`config.mk`:
```
export PLATFORM = sky130hd
export DESIGN_NAME = johnson_decoder
export DESIGN_NICKNAME = d
export VERILOG_FILES = /design/src/rtl/johnson_decoder_pkg.sv /design/src/rtl/johnson_code_lookup.sv /design/src/rtl/johnson_decoder.sv
export SDC_FILE = /design/constraint.sdc
export NUM_CORES = 1
export LEC_CHECK = 0
export ABC_AREA = 1
export BUFFER_PORTS_ARGS = -buffer_cell sky130_fd_sc_hd__buf_2
export CORE_MARGIN = 2
export CORE_UTILIZATION = 47
export DETAILED_ROUTE_END_ITERATION = 7
export HOLD_SLACK_MARGIN = 0.08
export MAX_ROUTING_LAYER = met4
export PLACE_DENSITY = 0.72
export SLEW_MARGIN = 20
export SYNTH_ARGS = -nofsm -noshare
export SYNTH_HDL_FRONTEND = slang
export SYNTH_HIERARCHICAL = 1
export SYNTH_SLANG_ARGS = --single-unit
```
`constraint.sdc`:
```
create_clock -name clk -period 1.6 [get_ports clk]
set_clock_uncertainty 0.1 [all_clocks]
set_input_delay 0.16 -clock clk [delete_from_list [all_inputs] [get_ports clk]]
set_output_delay 0.16 -clock clk [all_outputs]
set_load 0.02 [all_outputs]
```
`src/rtl/johnson_decoder_pkg.sv`:
```
// Shared FSM state encoding and Johnson code generator for the decoder slice.
package johnson_decoder_pkg;

  typedef enum logic [1:0] {
    HUNT   = 2'd0,
    CHECK  = 2'd1,
    LOCKED = 2'd2
  } state_t;

  // Code for index k of an n-stage counter, right-aligned in 32 bits
  function automatic logic [31:0] johnson_code(input int unsigned n, input int unsigned k);
    logic [31:0] ones;
    if (k <= n) begin
      ones         = (32'd1 << k) - 32'd1;
      johnson_code = ones << (n - k);
    end else begin
      johnson_code = (32'd1 << (2 * n - k)) - 32'd1;
    end
  endfunction

endpackage

```
`src/rtl/johnson_code_lookup.sv`:
```
// Combinational Johnson code -> {legal, index} lookup; zero latency, no flow control.
module johnson_code_lookup
  import johnson_decoder_pkg::*;
#(
  parameter  int N     = 4,
  localparam int IDX_W = $clog2(2 * N)
) (
  input  logic [N-1:0]     i_jc,
  output logic             o_legal,
  output logic [IDX_W-1:0] o_idx
);

  always_comb begin
    o_legal = 1'b0;
    o_idx   = '0;
    for (int k = 0; k < 2 * N; k++) begin
      if ({{(32 - N){1'b0}}, i_jc} == johnson_code(N, k)) begin
        o_legal = 1'b1;
        o_idx   = IDX_W'(k);
      end
    end
  end

endmodule

```
`src/rtl/johnson_decoder.sv`:
```
// Johnson code decoder with sequence lock FSM and saturating error counter.
// 1-cycle registered latency; no backpressure, every jc_valid cycle is consumed.
module johnson_decoder
  import johnson_decoder_pkg::*;
#(
  parameter  int N          = 4,
  parameter  int LOCK_COUNT = 3,
  parameter  int ERR_W      = 8,
  localparam int IDX_W      = $clog2(2 * N),
  localparam int SEQ_LEN    = 2 * N,
  localparam int CNT_W      = $clog2(LOCK_COUNT + 1)
) (
  input  logic               clk,
  input  logic               reset,
  input  logic [N-1:0]       jc_in,
  input  logic               jc_valid,
  input  logic               clr_err,
  output logic [IDX_W-1:0]   idx,
  output logic [SEQ_LEN-1:0] onehot,
  output logic               idx_valid,
  output logic               locked,
  output logic               illegal,
  output logic               seq_err,
  output logic [ERR_W-1:0]   err_count
);

  state_t             r_state;
  state_t             w_state_nxt;
  logic [CNT_W-1:0]   r_good_cnt;
  logic [CNT_W-1:0]   w_good_nxt;
  logic [CNT_W-1:0]   w_good_inc;
  logic [IDX_W-1:0]   r_prev_idx;
  logic [IDX_W-1:0]   w_succ_idx;
  logic [IDX_W-1:0]   r_idx;
  logic [SEQ_LEN-1:0] r_onehot;
  logic [SEQ_LEN-1:0] w_onehot;
  logic               r_idx_valid;
  logic               r_locked;
  logic               r_illegal;
  logic               r_seq_err;
  logic [ERR_W-1:0]   r_err_count;
  logic [ERR_W-1:0]   w_err_nxt;
  logic               w_legal;
  logic [IDX_W-1:0]   w_idx;
  logic               w_succ;
  logic               w_seq_err;
  logic               w_err_evt;

  johnson_code_lookup #(.N(N)) u_lookup (
    .i_jc    (jc_in),
    .o_legal (w_legal),
    .o_idx   (w_idx)
  );

  // Successor wraps 2N-1 -> 0
  assign w_succ_idx = (r_prev_idx == IDX_W'(SEQ_LEN - 1)) ? '0 : r_prev_idx + 1'b1;
  assign w_succ     = (w_idx == w_succ_idx);
  assign w_good_inc = r_good_cnt + 1'b1;

  always_comb begin
    w_onehot        = '0;
    w_onehot[w_idx] = 1'b1;
  end

  always_comb begin
    w_state_nxt = r_state;
    w_good_nxt  = r_good_cnt;
    w_seq_err   = 1'b0;
    w_err_evt   = 1'b0;
    if (jc_valid) begin
      if (w_legal) begin
        case (r_state)
          HUNT: begin
            w_state_nxt = CHECK;
            w_good_nxt  = '0;
          end
          CHECK: begin
            if (!w_succ) begin
              w_good_nxt = '0;
            end else if (w_good_inc == CNT_W'(LOCK_COUNT)) begin
              w_state_nxt = LOCKED;
              w_good_nxt  = '0;
            end else begin
              w_good_nxt = w_good_inc;
            end
          end
          LOCKED: begin
            if (!w_succ) begin
              w_state_nxt = CHECK;
              w_good_nxt  = '0;
              w_seq_err   = 1'b1;
              w_err_evt   = 1'b1;
            end
          end
          default: begin
            w_state_nxt = HUNT;
            w_good_nxt  = '0;
          end
        endcase
      end else begin
        // Illegal codes only count as errors once the stream was trusted
        w_state_nxt = HUNT;
        w_good_nxt  = '0;
        w_err_evt   = (r_state == LOCKED);
      end
    end
  end

  // Clear takes effect before a same-cycle event is counted
  always_comb begin
    w_err_nxt = r_err_count;
    if (clr_err) begin
      w_err_nxt = w_err_evt ? ERR_W'(1) : '0;
    end else if (w_err_evt && (r_err_count != {ERR_W{1'b1}})) begin
      w_err_nxt = r_err_count + 1'b1;
    end
  end

  always_ff @(posedge clk) begin
    if (!reset) begin
      r_state     <= HUNT;
      r_good_cnt  <= '0;
      r_prev_idx  <= '0;
      r_idx       <= '0;
      r_onehot    <= '0;
      r_idx_valid <= 1'b0;
      r_locked    <= 1'b0;
      r_illegal   <= 1'b0;
      r_seq_err   <= 1'b0;
      r_err_count <= '0;
    end else begin
      r_state     <= w_state_nxt;
      r_good_cnt  <= w_good_nxt;
      r_err_count <= w_err_nxt;
      if (jc_valid) begin
        if (w_legal) begin
          r_prev_idx <= w_idx;
          r_idx      <= w_idx;
        end
        r_idx_valid <= w_legal;
        r_onehot    <= w_legal ? w_onehot : '0;
        r_illegal   <= !w_legal;
        r_seq_err   <= w_seq_err;
        r_locked    <= (w_state_nxt == LOCKED);
      end else begin
        r_idx_valid <= 1'b0;
        r_onehot    <= '0;
        r_illegal   <= 1'b0;
        r_seq_err   <= 1'b0;
      end
    end
  end

  assign idx       = r_idx;
  assign onehot    = r_onehot;
  assign idx_valid = r_idx_valid;
  assign locked    = r_locked;
  assign illegal   = r_illegal;
  assign seq_err   = r_seq_err;
  assign err_count = r_err_count;

endmodule

```
==> impl_metrics.prom, run 1 <==
# TYPE chip_impl_metric gauge
chip_impl_metric{name="global_route.usage.total",unit="%"} 19.6
chip_impl_metric{name="area_of_combinational_cells_with_multiple_inputs",unit="µm²"} 729
chip_impl_metric{name="cts.reportedPaths.clkPinSlew",unit="ns"} 0.16
chip_impl_metric{name="worst-slew-pin-transition",unit="ns"} 0.523
chip_impl_metric{name="top_level_ports",unit=""} 31
chip_impl_metric{name="max-clock-path-buffers",unit=""} 2
chip_impl_info{name="dominantRegCellSynth",value="dfxtp_1"} 1
chip_impl_metric{name="max_cap_violations",unit=""} 0
chip_impl_metric{name="coreArea",unit="µm²"} 2520
chip_impl_metric{name="clock_sinks",unit=""} 27
chip_impl_metric{name="synth_edf_count",unit=""} 0
chip_impl_info{name="startpoint_type",value="flop"} 1
chip_impl_metric{name="synth.top_cell.area_share",unit="%"} 42.5
chip_impl_metric{name="avgViaCountPerCell",unit=""} 5.06
chip_impl_metric{name="pwr_density_cell",unit="nW/µm²"} 733
chip_impl_metric{name="final_layout_setup_total_negative_slack",unit="ns"} -1.32
chip_impl_metric{name="initial_antenna_violation_count",unit=""} 0
chip_impl_metric{name="grt_start_max_net_pins",unit=""} 17
chip_impl_metric{name="detailedPlacementHpwl",unit="µm"} 2260
chip_impl_metric{name="diodes",unit=""} 0
chip_impl_metric{name="final-setup-viol-count",unit=""} 13
chip_impl_metric{name="area_growth",unit="%"} 31.7
chip_impl_info{name="synth.top_cells.by_count",value="nand2_1, nor2_1, dfxtp_1, inv_1, a21oi_1"} 1
chip_impl_info{name="cts_tree",value="built"} 1
chip_impl_metric{name="ctsHtreeMaxLevel",unit=""} 1
chip_impl_metric{name="drt_pass1_iterations",unit=""} 4
chip_impl_metric{name="layout_min_cycle_time",unit="ns"} 1.75
chip_impl_metric{name="layout.filler_cells",unit=""} 246
chip_impl_info{name="synth.top_cells.by_area",value="dfxtp_1, nand2_1, nor2_1"} 1
chip_impl_metric{name="die-width",unit="µm"} 56.0
chip_impl_metric{name="finalNetCount",unit=""} 240
chip_impl_metric{name="fin_ws",unit="ns"} -0.148
chip_impl_metric{name="final_core_util",unit="%"} 66.4
chip_impl_metric{name="gp_congestion",unit=""} 0.796
chip_impl_metric{name="mappedNetlistArea",unit="µm²"} 1270
chip_impl_metric{name="vias_in_the_first_global_route",unit=""} 1187
chip_impl_metric{name="worst_skew_pair.late_latency",unit="ns"} 0.34
chip_impl_info{name="cp-end-kind",value="flop"} 1
chip_impl_metric{name="ffs_w_async_s_r_synth",unit="%"} 0
chip_impl_metric{name="peakVddDrop",unit="µV"} 575
chip_impl_metric{name="portBuffers",unit=""} 30
chip_impl_metric{name="die_footprint",unit="µm²"} 3140
chip_impl_metric{name="synth_cells",unit=""} 182
chip_impl_metric{name="synthDistinctLibCells",unit=""} 23
chip_impl_metric{name="postPlaceCellArea",unit="µm²"} 1560
chip_impl_metric{name="drt-total-wl",unit="µm"} 3090
chip_impl_metric{name="finalCritPeriodShare",unit="%"} 109
chip_impl_metric{name="leakagePower",unit="nW"} 0.824
chip_impl_metric{name="postSynthRegisterBits",unit=""} 27
chip_impl_metric{name="drt-initial-drc-count",unit=""} 38
chip_impl_metric{name="fmax",unit="GHz"} 0.572
chip_impl_metric{name="ant_nets",unit=""} 0
chip_impl_metric{name="synth.yosys.seq_area_share",unit="%"} 42.5
chip_impl_metric{name="timing_hold_violations_final",unit=""} 0
chip_impl_info{name="setup_repair_after_global_routing_missed_its_margin",value="yes"} 1
chip_impl_info{name="setup_cp_type",value="flop to flop"} 1
chip_impl_metric{name="critical_path.max_fanout",unit=""} 4
chip_impl_metric{name="register_area",unit="µm²"} 548
chip_impl_info{name="netlist.top_cell.by_area",value="dfxtp_1"} 1
chip_impl_metric{name="critPathRequiredTime",unit="ns"} 1.76
chip_impl_metric{name="finalMaxSlewViolations",unit=""} 0
chip_impl_metric{name="timing.critical_path.arrival",unit="ns"} 1.90
chip_impl_metric{name="start_util",unit="%"} 50.4
chip_impl_info{name="count_leader_synth",value="nand2_1"} 1
chip_impl_metric{name="tritoncts_buffers",unit=""} 3
chip_impl_metric{name="grt_first_pass_wirelength",unit="µm"} 4860
chip_impl_metric{name="r2r_slack",unit="ns"} -0.15
chip_impl_info{name="run_status",value="complete, but fails checks"} 1
chip_impl_metric{name="relSlewSlack",unit="%"} 65.0
chip_impl_metric{name="final_area",unit="µm²"} 1670
chip_impl_info{name="worstHoldPathType",value="input pin to flop"} 1
chip_impl_metric{name="remaining_drc_errors",unit=""} 0
chip_impl_info{name="violations",value="setup timing"} 1
chip_impl_metric{name="wire_length_per_cell",unit="µm"} 12.0
chip_impl_metric{name="avgSynthCellArea",unit="µm²"} 6.98
chip_impl_metric{name="routed-via-count",unit=""} 1306
chip_impl_metric{name="syn_nets",unit=""} 193
chip_impl_metric{name="residual_overflow_from_global_routing",unit=""} 0
chip_impl_metric{name="fraction_of_layout_instances_using_a_drive_strength_above_1",unit="%"} 29.8
chip_impl_info{name="cts_root_buf",value="clkbuf_4"} 1
chip_impl_metric{name="floorplan.rows",unit=""} 18
chip_impl_metric{name="overall_power",unit="W"} 0.00123
chip_impl_metric{name="yosys_warnings",unit=""} 6
chip_impl_metric{name="chipHeight",unit="µm"} 56.0
## final timing paths
check             startpoint           end  depth (start not counted)
setup / recovery      idx[1]  err_count[0]                          9
hold / removal      jc_in[1]     onehot[3]                          6
setup reg to reg      idx[1]  err_count[0]                          9
hold reg to reg       locked        locked                          2
## kinds of logic (layout without fill, tap and decap cells)
kind of cell,count (synthesis),count (layout),synth area share (%)
DFF,27,27,42.5
buffers and inverters,24,69,7.09
AOI/OAI and AO/OA,14,14,5.61
xor gates and xnor gates,3,3,2.66
adders and majority gates,3,3,2.95
and+or+nand+nor,111,112,39.2
## cell type report
| cell class | instances | share of cell area (%) |
|---|---|---|
| clock buffers | 3 | 1.35 |
| multi-input cells | 132 | 43.6 |
| clock inverters | 1 | 0.374 |
| repair buffers | 41 | 14.3 |
| flip-flops and latches | 27 | 32.7 |
| well taps | 30 | 2.24 |
| inverters | 24 | 5.38 |
## where the power goes
part	total (W)	internal [W]	switching (W)
sequential	0.000695	0.000685	0.00000972
combinational	0.000217	0.0000797	0.000137
clock	0.000316	0.0000979	0.000218
total	0.00123	0.000862	0.000365
## through the flow
| step | instances | worst slack, ns | hold slack, ns |
|---|---|---|---|
| finish | 258 | -0.148 | 0.217 |
| global route | 258 | -0.215 | 0.284 |
| CTS | 256 | -0.112 | 0.222 |
| detailed placement | 249 | -0.0977 | 0.367 |
| global placement | 249 | -0.0395 | 0.353 |
| floorplan | 182 | -0.0192 | 0.180 |
## worst max-delay path, stage by stage (launching register included)
cell and delay, ns:
dfxtp_4 0.38, ha_4 0.16, ha_4 0.21, xor2_2 0.15, nor2_4 0.20, nand3_2 0.16
nand2_2 0.11, nor2_1 0.04, nor2_1 0.10, nor2_1 0.05
## metal layers
metal | GRT usage (%) | vias to the layer above | wire (µm)
li1 | - | 664 | -
met1 | 24.9 | 594 | 1420
met2 | 32.1 | 41 | 1470
met3 | 2.09 | 7 | 134
met4 | 7.48 | 0 | 64
met5 | - | - | 0
## state kept, by name, summed over array words and instances (netlist names), 2 cells and up
signal and cells:
err_count 8, onehot 8, idx 3, r_good_cnt 2
r_state 2
## cells in the final DEF (no fill, tap or decap), types with 2 or more instances in the layout
master and instances:
o21ai_0 3, nor3_1 2, nand4_1 6, buf_4 8, dfxtp_4 2, nand3_2 2, nor2_2 2, a21oi_1 7
nand2_1 48, buf_2 30, dfxtp_1 25, nand3_4 2, nor2_1 34, inv_2 4, dlygate4sd3_1 3, nand2_2 4
nand3_1 6, inv_1 20, clkbuf_4 3, nor2_4 3, ha_4 2
## what timing repair did
item / 4_1_cts / 5_1_grt
hold buffers: 3 / 0
pin swaps: 0 / 4
setup endpoints to repair: 11 / 13
buffers inserted: 0 / 1
cloned: 0 / 1
gates resized for setup: 0 / 8
hold endpoints to repair: 11 / 0
Note: power is estimated with default switching activity, not from simulation.
==> inputs of run 2 (changes only) <==
--- a/config.mk
+++ b/config.mk
@@ -5,7 +5,7 @@
 export SDC_FILE = /design/constraint.sdc
 export NUM_CORES = 1
 export LEC_CHECK = 0
-export ABC_AREA = 1
+export ABC_AREA = 0
 export BUFFER_PORTS_ARGS = -buffer_cell sky130_fd_sc_hd__buf_2
 export CORE_MARGIN = 2
 export CORE_UTILIZATION = 47
==> constraint.sdc (replaced) <==
create_clock -name clk -period 1.6 [get_ports clk]
set_clock_uncertainty 0.1 [all_clocks]
set_input_delay 0.16 -clock clk [delete_from_list [all_inputs] [get_ports clk]]
set_output_delay 0.16 -clock clk [all_outputs]
set_load 0.005 [all_outputs]
==> run 2 against run 1 <==
Register-to-register slack worse by 0.19 ns. Die area up 2.0%. Cell area up 14%. Largest cell class unchanged. Routed wire length up 16%. Critical endpoint is now err_count[4]. Utilization up 5.0 points. The run still ends with setup timing left. Total power up 0.40%.
==> impl_metrics.prom, run 2 <==
# TYPE chip_impl_metric gauge
chip_impl_metric{name="met2_usage",unit="%"} 43.7
chip_impl_metric{name="die_footprint",unit="µm²"} 3200
chip_impl_metric{name="cp_slowest_stage_delay",unit="ns"} 0.52
chip_impl_metric{name="postPlaceCellArea",unit="µm²"} 1700
chip_impl_metric{name="clock_sinks",unit=""} 27
chip_impl_metric{name="relSlewSlack",unit="%"} 77.7
chip_impl_metric{name="critical_path.max_fanout",unit=""} 6
chip_impl_metric{name="timing.critical_path.arrival",unit="ns"} 2.10
chip_impl_metric{name="global_route.usage.total",unit="%"} 25.3
chip_impl_metric{name="vias_in_the_first_global_route",unit=""} 1381
chip_impl_info{name="netlist.top_cell.by_area",value="dfxtp_1"} 1
chip_impl_info{name="setup_repair_after_global_routing_missed_its_margin",value="yes"} 1
chip_impl_metric{name="use_met1",unit="%"} 28.4
chip_impl_info{name="run_status",value="complete, but fails checks"} 1
chip_impl_metric{name="top_level_ports",unit=""} 31
chip_impl_info{name="path_cells",value="ha_4 > ha_4 > and3b_2 > o21ai_4 > a21oi_4 > or4_1 > a21oi_1"} 1
chip_impl_metric{name="wire_length_per_cell",unit="µm"} 14.5
chip_impl_info{name="synth.top_cells.by_count",value="dfxtp_1, nand2_1, a21oi_1, nor2_1"} 1
chip_impl_metric{name="max_cap_violations",unit=""} 0
chip_impl_info{name="cp-end-kind",value="flop"} 1
chip_impl_metric{name="drt-initial-drc-count",unit=""} 48
chip_impl_info{name="worstHoldPathType",value="input pin to flop"} 1
chip_impl_metric{name="residual_overflow_from_global_routing",unit=""} 0
chip_impl_metric{name="clock_power_share",unit="%"} 23.6
chip_impl_metric{name="p_sw_share",unit="%"} 26.7
chip_impl_metric{name="syn_nets",unit=""} 160
chip_impl_metric{name="coreArea",unit="µm²"} 2690
chip_impl_info{name="path_common_cell",value="ha_4"} 1
chip_impl_metric{name="area_growth",unit="%"} 47.6
chip_impl_metric{name="ffs_w_async_s_r_synth",unit="%"} 0
chip_impl_metric{name="comb_power_share",unit="%"} 20.4
chip_impl_metric{name="tritoncts_buffers",unit=""} 3
chip_impl_metric{name="drt_pass1_iterations",unit=""} 4
chip_impl_metric{name="avgViaCountPerCell",unit=""} 5.62
chip_impl_metric{name="final_core_util",unit="%"} 71.4
chip_impl_metric{name="portBuffers",unit=""} 30
chip_impl_metric{name="synthDistinctLibCells",unit=""} 47
chip_impl_metric{name="pwr_density_cell",unit="nW/µm²"} 643
chip_impl_metric{name="net-switching-power",unit="W"} 0.000329
chip_impl_metric{name="fin_ws",unit="ns"} -0.340
chip_impl_metric{name="cts.reportedPaths.clkPinSlew",unit="ns"} 0.14
chip_impl_metric{name="grt_start_max_net_pins",unit=""} 16
chip_impl_metric{name="finalMaxSlewViolations",unit=""} 0
chip_impl_metric{name="fraction_of_layout_instances_using_a_drive_strength_above_1",unit="%"} 42.1
chip_impl_metric{name="postSynthRegisterBits",unit=""} 27
chip_impl_metric{name="routed-via-count",unit=""} 1387
chip_impl_metric{name="ctsHtreeMaxLevel",unit=""} 1
chip_impl_info{name="setup_cp_type",value="flop to flop"} 1
chip_impl_metric{name="max-clock-path-buffers",unit=""} 2
chip_impl_info{name="critPathSlowestCell",value="or4_1"} 1
chip_impl_info{name="cts_tree",value="built"} 1
chip_impl_metric{name="die-width",unit="µm"} 56.6
chip_impl_metric{name="mappedNetlistArea",unit="µm²"} 1300
chip_impl_metric{name="yosys_warnings",unit=""} 6
chip_impl_info{name="synth.top_cells.by_area",value="dfxtp_1, nand2_1, mux2i_1"} 1
chip_impl_metric{name="final-setup-viol-count",unit=""} 16
chip_impl_metric{name="sequential_group_share_of_total_power",unit="%"} 56.0
chip_impl_metric{name="synth.yosys.seq_area_share",unit="%"} 41.6
chip_impl_metric{name="critPathRequiredTime",unit="ns"} 1.76
chip_impl_info{name="dominantRegCellSynth",value="dfxtp_1"} 1
chip_impl_info{name="count_leader_synth",value="dfxtp_1"} 1
chip_impl_metric{name="gp_congestion",unit=""} 0.876
chip_impl_metric{name="drt-total-wl",unit="µm"} 3590
chip_impl_metric{name="avgSynthCellArea",unit="µm²"} 8.72
chip_impl_metric{name="leakagePower",unit="nW"} 0.811
chip_impl_metric{name="finalCritPeriodShare",unit="%"} 121
chip_impl_metric{name="finalNetCount",unit=""} 228
chip_impl_info{name="cts_root_buf",value="clkbuf_4"} 1
chip_impl_metric{name="layout.filler_cells",unit=""} 207
chip_impl_metric{name="chipHeight",unit="µm"} 56.6
chip_impl_metric{name="fmax",unit="GHz"} 0.515
chip_impl_metric{name="power_report.internal_total",unit="W"} 0.000904
chip_impl_metric{name="diodes",unit=""} 0
chip_impl_metric{name="timing.hold.worst_path_depth",unit=""} 2
chip_impl_info{name="busiest_layer",value="met2"} 1
chip_impl_metric{name="worst-slew-pin-transition",unit="ns"} 0.335
chip_impl_metric{name="start_util",unit="%"} 48.3
chip_impl_info{name="startpoint_type",value="flop"} 1
chip_impl_info{name="final_cell_mix",value="buf_4, buf_2, dfxtp_1"} 1
chip_impl_metric{name="layout_min_cycle_time",unit="ns"} 1.94
chip_impl_metric{name="ant_nets",unit=""} 0
chip_impl_metric{name="synth_edf_count",unit=""} 0
chip_impl_metric{name="synth_cells",unit=""} 149
chip_impl_metric{name="timing_hold_violations_final",unit=""} 0
chip_impl_metric{name="synth.top_cell.area_share",unit="%"} 41.6
chip_impl_metric{name="worst_skew_pair.late_latency",unit="ns"} 0.32
chip_impl_metric{name="final_area",unit="µm²"} 1920
chip_impl_metric{name="grt_first_pass_wirelength",unit="µm"} 6200
chip_impl_metric{name="initial_antenna_violation_count",unit=""} 0
chip_impl_info{name="violations",value="setup timing"} 1
chip_impl_metric{name="remaining_drc_errors",unit=""} 0
chip_impl_info{name="most_common_cell_after_layout_fill_and_taps_aside",value="buf_4"} 1
chip_impl_metric{name="worst-r2r-cell-count",unit=""} 7
chip_impl_metric{name="detailedPlacementHpwl",unit="µm"} 2410
chip_impl_metric{name="global_route.usage.met3",unit="%"} 3.69
chip_impl_metric{name="floorplan.rows",unit=""} 19
chip_impl_metric{name="peakVddDrop",unit="µV"} 651
==> run 2: cell types whose count changed in the layout (fill, tap and decap cells not counted), sizes merged, moves of 7 or more <==
cell    change
nand2      -29
inv        -19
nor2       -32
a21boi      +7
buf        +28
==> run 2: per-layer routing <==
| metal | vias up | share of wire, % |
|---|---|---|
| li1 | 678 | - |
| met1 | 654 | 40 |
| met2 | 43 | 52 |
| met3 | 12 | 5.0 |
| met4 | 0 | 2.6 |
| met5 | - | 0 |
==> run 2: worst paths after layout <==
check / from / end / slack (ns)
hold / removal: reset / idx[0] / 0.10
setup reg to reg: idx[0] / err_count[4] / -0.34
setup / recovery: idx[0] / err_count[4] / -0.34
hold reg to reg: locked / locked / 0.37
==> run 2: critical path: cells and delay by family, from the launching register on <==
kind,cells,cell delay (ns)
fa+ha+maj,2,0.27
flops,1,0.38
simple gates,2,0.74
compound gates,3,0.40
==> run 2: kinds of logic after synthesis <==
group	share of synthesized area [%]
flip-flops	41.6
AO/OA/AOI/OAI	17.8
XOR/XNOR	2.02
AND/OR/NAND/NOR	27.6
buffers and inverters	4.14
adder cells (fa/ha/maj)	2.89
multiplexers	3.95
==> run 2: area by class of cell <==
type,instances,area (µm²),share of cell area [%]
clock buffer,4,26.3,1.37
inverter,6,22.5,1.17
multi-input combinational,112,843,44.0
sequential,27,543,28.3
tap,31,38.8,2.02
timing repair buffer,67,443,23.1
==> run 2: metrics by stage <==
| step | std cells | hold WS [ns] | setup WS, ns | TNS, ns | power [W] |
|---|---|---|---|---|---|
| after floorplan | 149 | 0.239 | -0.314 | -2.14 | 0.000803 |
| after global placement | 235 | 0.340 | -0.440 | -6.88 | 0.000878 |
| after detailed placement | 235 | 0.351 | -0.520 | -7.68 | 0.000885 |
| after CTS | 246 | 0.0919 | -0.355 | -3.51 | 0.00122 |
| after global routing | 247 | 0.0871 | -0.432 | -5.28 | 0.00129 |
| final | 247 | 0.104 | -0.340 | -3.94 | 0.00123 |
==> run 2: power groups by stage <==
stage / registers (W) / clock network, W / logic, W
finish: 0.000690 / 0.000291 / 0.000251
global route: 0.000692 / 0.000330 / 0.000271
CTS: 0.000691 / 0.000301 / 0.000230
detailed placement: 0.000705 / 0 / 0.000180
global placement: 0.000704 / 0 / 0.000173
floorplan: 0.000708 / 0 / 0.0000951
==> run 2: timing repair <==
action                                 in CTS  in global routing
endpoints found under the hold margin       2                  0
buffers inserted                            5                  1
setup endpoints to repair                  13                 22
gates resized for setup                    17                  6
pin swaps                                  14                  2
cloned                                      1                  0
hold buffers                                1                  0
==> inputs of run 3 (changes only) <==
--- a/config.mk
+++ b/config.mk
@@ -12,7 +12,7 @@
 export DETAILED_ROUTE_END_ITERATION = 7
 export HOLD_SLACK_MARGIN = 0.08
 export MAX_ROUTING_LAYER = met4
-export PLACE_DENSITY = 0.72
+export PLACE_DENSITY = 0.75
 export SLEW_MARGIN = 20
 export SYNTH_ARGS = -nofsm -noshare
 export SYNTH_HDL_FRONTEND = slang
==> run 3 against run 2 <==
The flow still finishes with violations (setup timing). Sequential share of layout area is 0.56 points lower. Hold slack worse by 0.020 ns. Fmax decreased by 2.3%. Cell area rose by 2.0%. Critical path type unchanged.
==> impl_metrics.prom, run 3 (same netlist as run 2, synthesis figures left out) <==
# TYPE chip_impl_metric gauge
chip_impl_metric{name="max_cap_violations",unit=""} 0
chip_impl_metric{name="fin_ws",unit="ns"} -0.385
chip_impl_metric{name="finalMaxSlewViolations",unit=""} 0
chip_impl_metric{name="cts.reportedPaths.clkPinSlew",unit="ns"} 0.15
chip_impl_info{name="critPathSlowestCell",value="or4_4"} 1
chip_impl_metric{name="pwr_density_cell",unit="nW/µm²"} 630
chip_impl_info{name="setup_cp_type",value="flop to flop"} 1
chip_impl_info{name="most_common_cell_after_layout_fill_and_taps_aside",value="buf_4"} 1
chip_impl_metric{name="final-setup-viol-count",unit=""} 13
chip_impl_metric{name="initial_antenna_violation_count",unit=""} 0
chip_impl_metric{name="critPathRequiredTime",unit="ns"} 1.78
chip_impl_info{name="setup_repair_after_global_routing_missed_its_margin",value="yes"} 1
chip_impl_metric{name="die_footprint",unit="µm²"} 3200
chip_impl_metric{name="detailedPlacementHpwl",unit="µm"} 2420
chip_impl_metric{name="peakVddDrop",unit="µV"} 713
chip_impl_metric{name="floorplan.rows",unit=""} 19
chip_impl_metric{name="relSlewSlack",unit="%"} 75.4
chip_impl_metric{name="drt-initial-drc-count",unit=""} 44
chip_impl_metric{name="start_util",unit="%"} 48.3
chip_impl_info{name="worstHoldPathType",value="input pin to flop"} 1
chip_impl_info{name="cts_root_buf",value="clkbuf_4"} 1
chip_impl_metric{name="leakagePower",unit="nW"} 0.834
chip_impl_metric{name="max-clock-path-buffers",unit=""} 2
chip_impl_metric{name="worst-slew-pin-transition",unit="ns"} 0.368
chip_impl_metric{name="chipHeight",unit="µm"} 56.6
chip_impl_info{name="path_cells",value="ha_4 > ha_4 > and3b_1 > o21ai_4 > a21oi_4 > or4_4 > a21oi_2"} 1
chip_impl_metric{name="worst_skew_pair.late_latency",unit="ns"} 0.33
chip_impl_metric{name="cp_slowest_stage_delay",unit="ns"} 0.54
chip_impl_metric{name="drt-total-wl",unit="µm"} 3510
chip_impl_metric{name="clock_sinks",unit=""} 27
chip_impl_metric{name="portBuffers",unit=""} 30
chip_impl_info{name="cts_tree",value="built"} 1
chip_impl_metric{name="ant_nets",unit=""} 0
chip_impl_metric{name="r2r_slack",unit="ns"} -0.39
chip_impl_metric{name="routed-via-count",unit=""} 1359
chip_impl_metric{name="area_growth",unit="%"} 50.6
chip_impl_metric{name="avgViaCountPerCell",unit=""} 5.48
chip_impl_metric{name="remaining_drc_errors",unit=""} 0
chip_impl_metric{name="fraction_of_layout_instances_using_a_drive_strength_above_1",unit="%"} 41.5
chip_impl_metric{name="wire_length_per_cell",unit="µm"} 14.2
chip_impl_metric{name="timing_hold_violations_final",unit=""} 0
chip_impl_metric{name="grt_start_max_net_pins",unit=""} 16
chip_impl_metric{name="final_core_util",unit="%"} 72.8
chip_impl_metric{name="top_level_ports",unit=""} 31
chip_impl_metric{name="residual_overflow_from_global_routing",unit=""} 0
chip_impl_metric{name="critical_path.max_fanout",unit=""} 7
chip_impl_metric{name="vias_in_the_first_global_route",unit=""} 1305
chip_impl_metric{name="coreArea",unit="µm²"} 2690
chip_impl_metric{name="die-width",unit="µm"} 56.6
chip_impl_info{name="final_cell_mix",value="buf_4, buf_2, dfxtp_1"} 1
chip_impl_metric{name="global_route.usage.total",unit="%"} 23.2
chip_impl_info{name="path_common_cell",value="ha_4"} 1
chip_impl_metric{name="diodes",unit=""} 0
chip_impl_metric{name="finalNetCount",unit=""} 229
chip_impl_metric{name="grt_first_pass_wirelength",unit="µm"} 5630
chip_impl_metric{name="worstPathBufferInverterCount",unit=""} 0
chip_impl_metric{name="finalCritPeriodShare",unit="%"} 124
chip_impl_metric{name="ctsHtreeMaxLevel",unit=""} 1
chip_impl_info{name="cp-end-kind",value="flop"} 1
chip_impl_info{name="violations",value="setup timing"} 1
chip_impl_metric{name="timing.critical_path.arrival",unit="ns"} 2.17
chip_impl_metric{name="fin_hold_ws",unit="ns"} 0.0841
chip_impl_info{name="startpoint_type",value="flop"} 1
chip_impl_metric{name="fmax",unit="GHz"} 0.504
chip_impl_info{name="crit_family",value="simple AND/OR/NAND/NOR gates"} 1
chip_impl_metric{name="tritoncts_buffers",unit=""} 3
chip_impl_metric{name="drt_pass1_iterations",unit=""} 4
chip_impl_metric{name="layout_min_cycle_time",unit="ns"} 1.99
chip_impl_metric{name="gp_congestion",unit=""} 0.863
chip_impl_info{name="run_status",value="complete, but fails checks"} 1
-- run 3: cell types whose count changed in the layout (fill, tap and decap cells not counted), sizes merged --
cell	delta
a21oi	-1
buf	-3
clkbuf	-1
clkinv	+1
dlygate4sd3	+5
-- run 3: worst paths after layout --
path | start | endpoint | cells after the start
worst max-delay path | idx[0] | err_count[4] | 7
worst min-delay path | reset | r_good_cnt[1] | 3
worst max register to register | idx[0] | err_count[4] | 7
worst min register to register | locked | locked | 2
-- run 3: layer usage --
| layer | wire (µm) | share of wire [%] | global-route usage (%) |
|---|---|---|---|
| met5 | 0 | 0 | - |
| met4 | 106 | 3.0 | 13.9 |
| met3 | 151 | 4.3 | 3.69 |
| met2 | 1760 | 50 | 36.9 |
| met1 | 1500 | 43 | 27.3 |
-- run 3: layout make-up --
class	instances	area (µm²)
multi-input cells	111	862
clock buffers	3	22.5
flip-flops and latches	27	543
repair buffers	69	462
inverters	6	22.5
fillers	197	731
well taps	31	38.8
clock inverters	1	5.00
-- run 3: repair_timing --
action                                 in CTS  in global routing
setup endpoints to repair                  13                 15
endpoints found under the hold margin       3                  3
setup buffers                               4                  0
gates resized for setup                    18                  9
hold buffers                                2                  4
pin swaps                                  15                  1
-- run 3: power by group --
part | internal, W | leakage, nW | switching (W)
clock | 0.0000941 | 0.0177 | 0.000209
sequential | 0.000685 | 0.219 | 0.00000545
combinational | 0.000117 | 0.597 | 0.000121
-- run 3: worst min-delay path, stage by stage --
cell and delay (ns):
buf_2 0.16, nand2_1 0.10, o22ai_1 0.07
-- run 3: metrics by stage --
step	total power [W]	std cells	setup WS, ns	setup TNS, ns	instance area [µm²]
2_1_floorplan	0.000803	149	-0.314	-2.14	1320
3_3_place_gp	0.000878	235	-0.423	-6.42	1700
3_5_place_dp	0.000887	235	-0.504	-7.40	1700
4_1_cts	0.00121	244	-0.325	-3.43	1870
5_1_grt	0.00129	248	-0.470	-4.93	1960
6_report	0.00123	248	-0.385	-3.48	1960
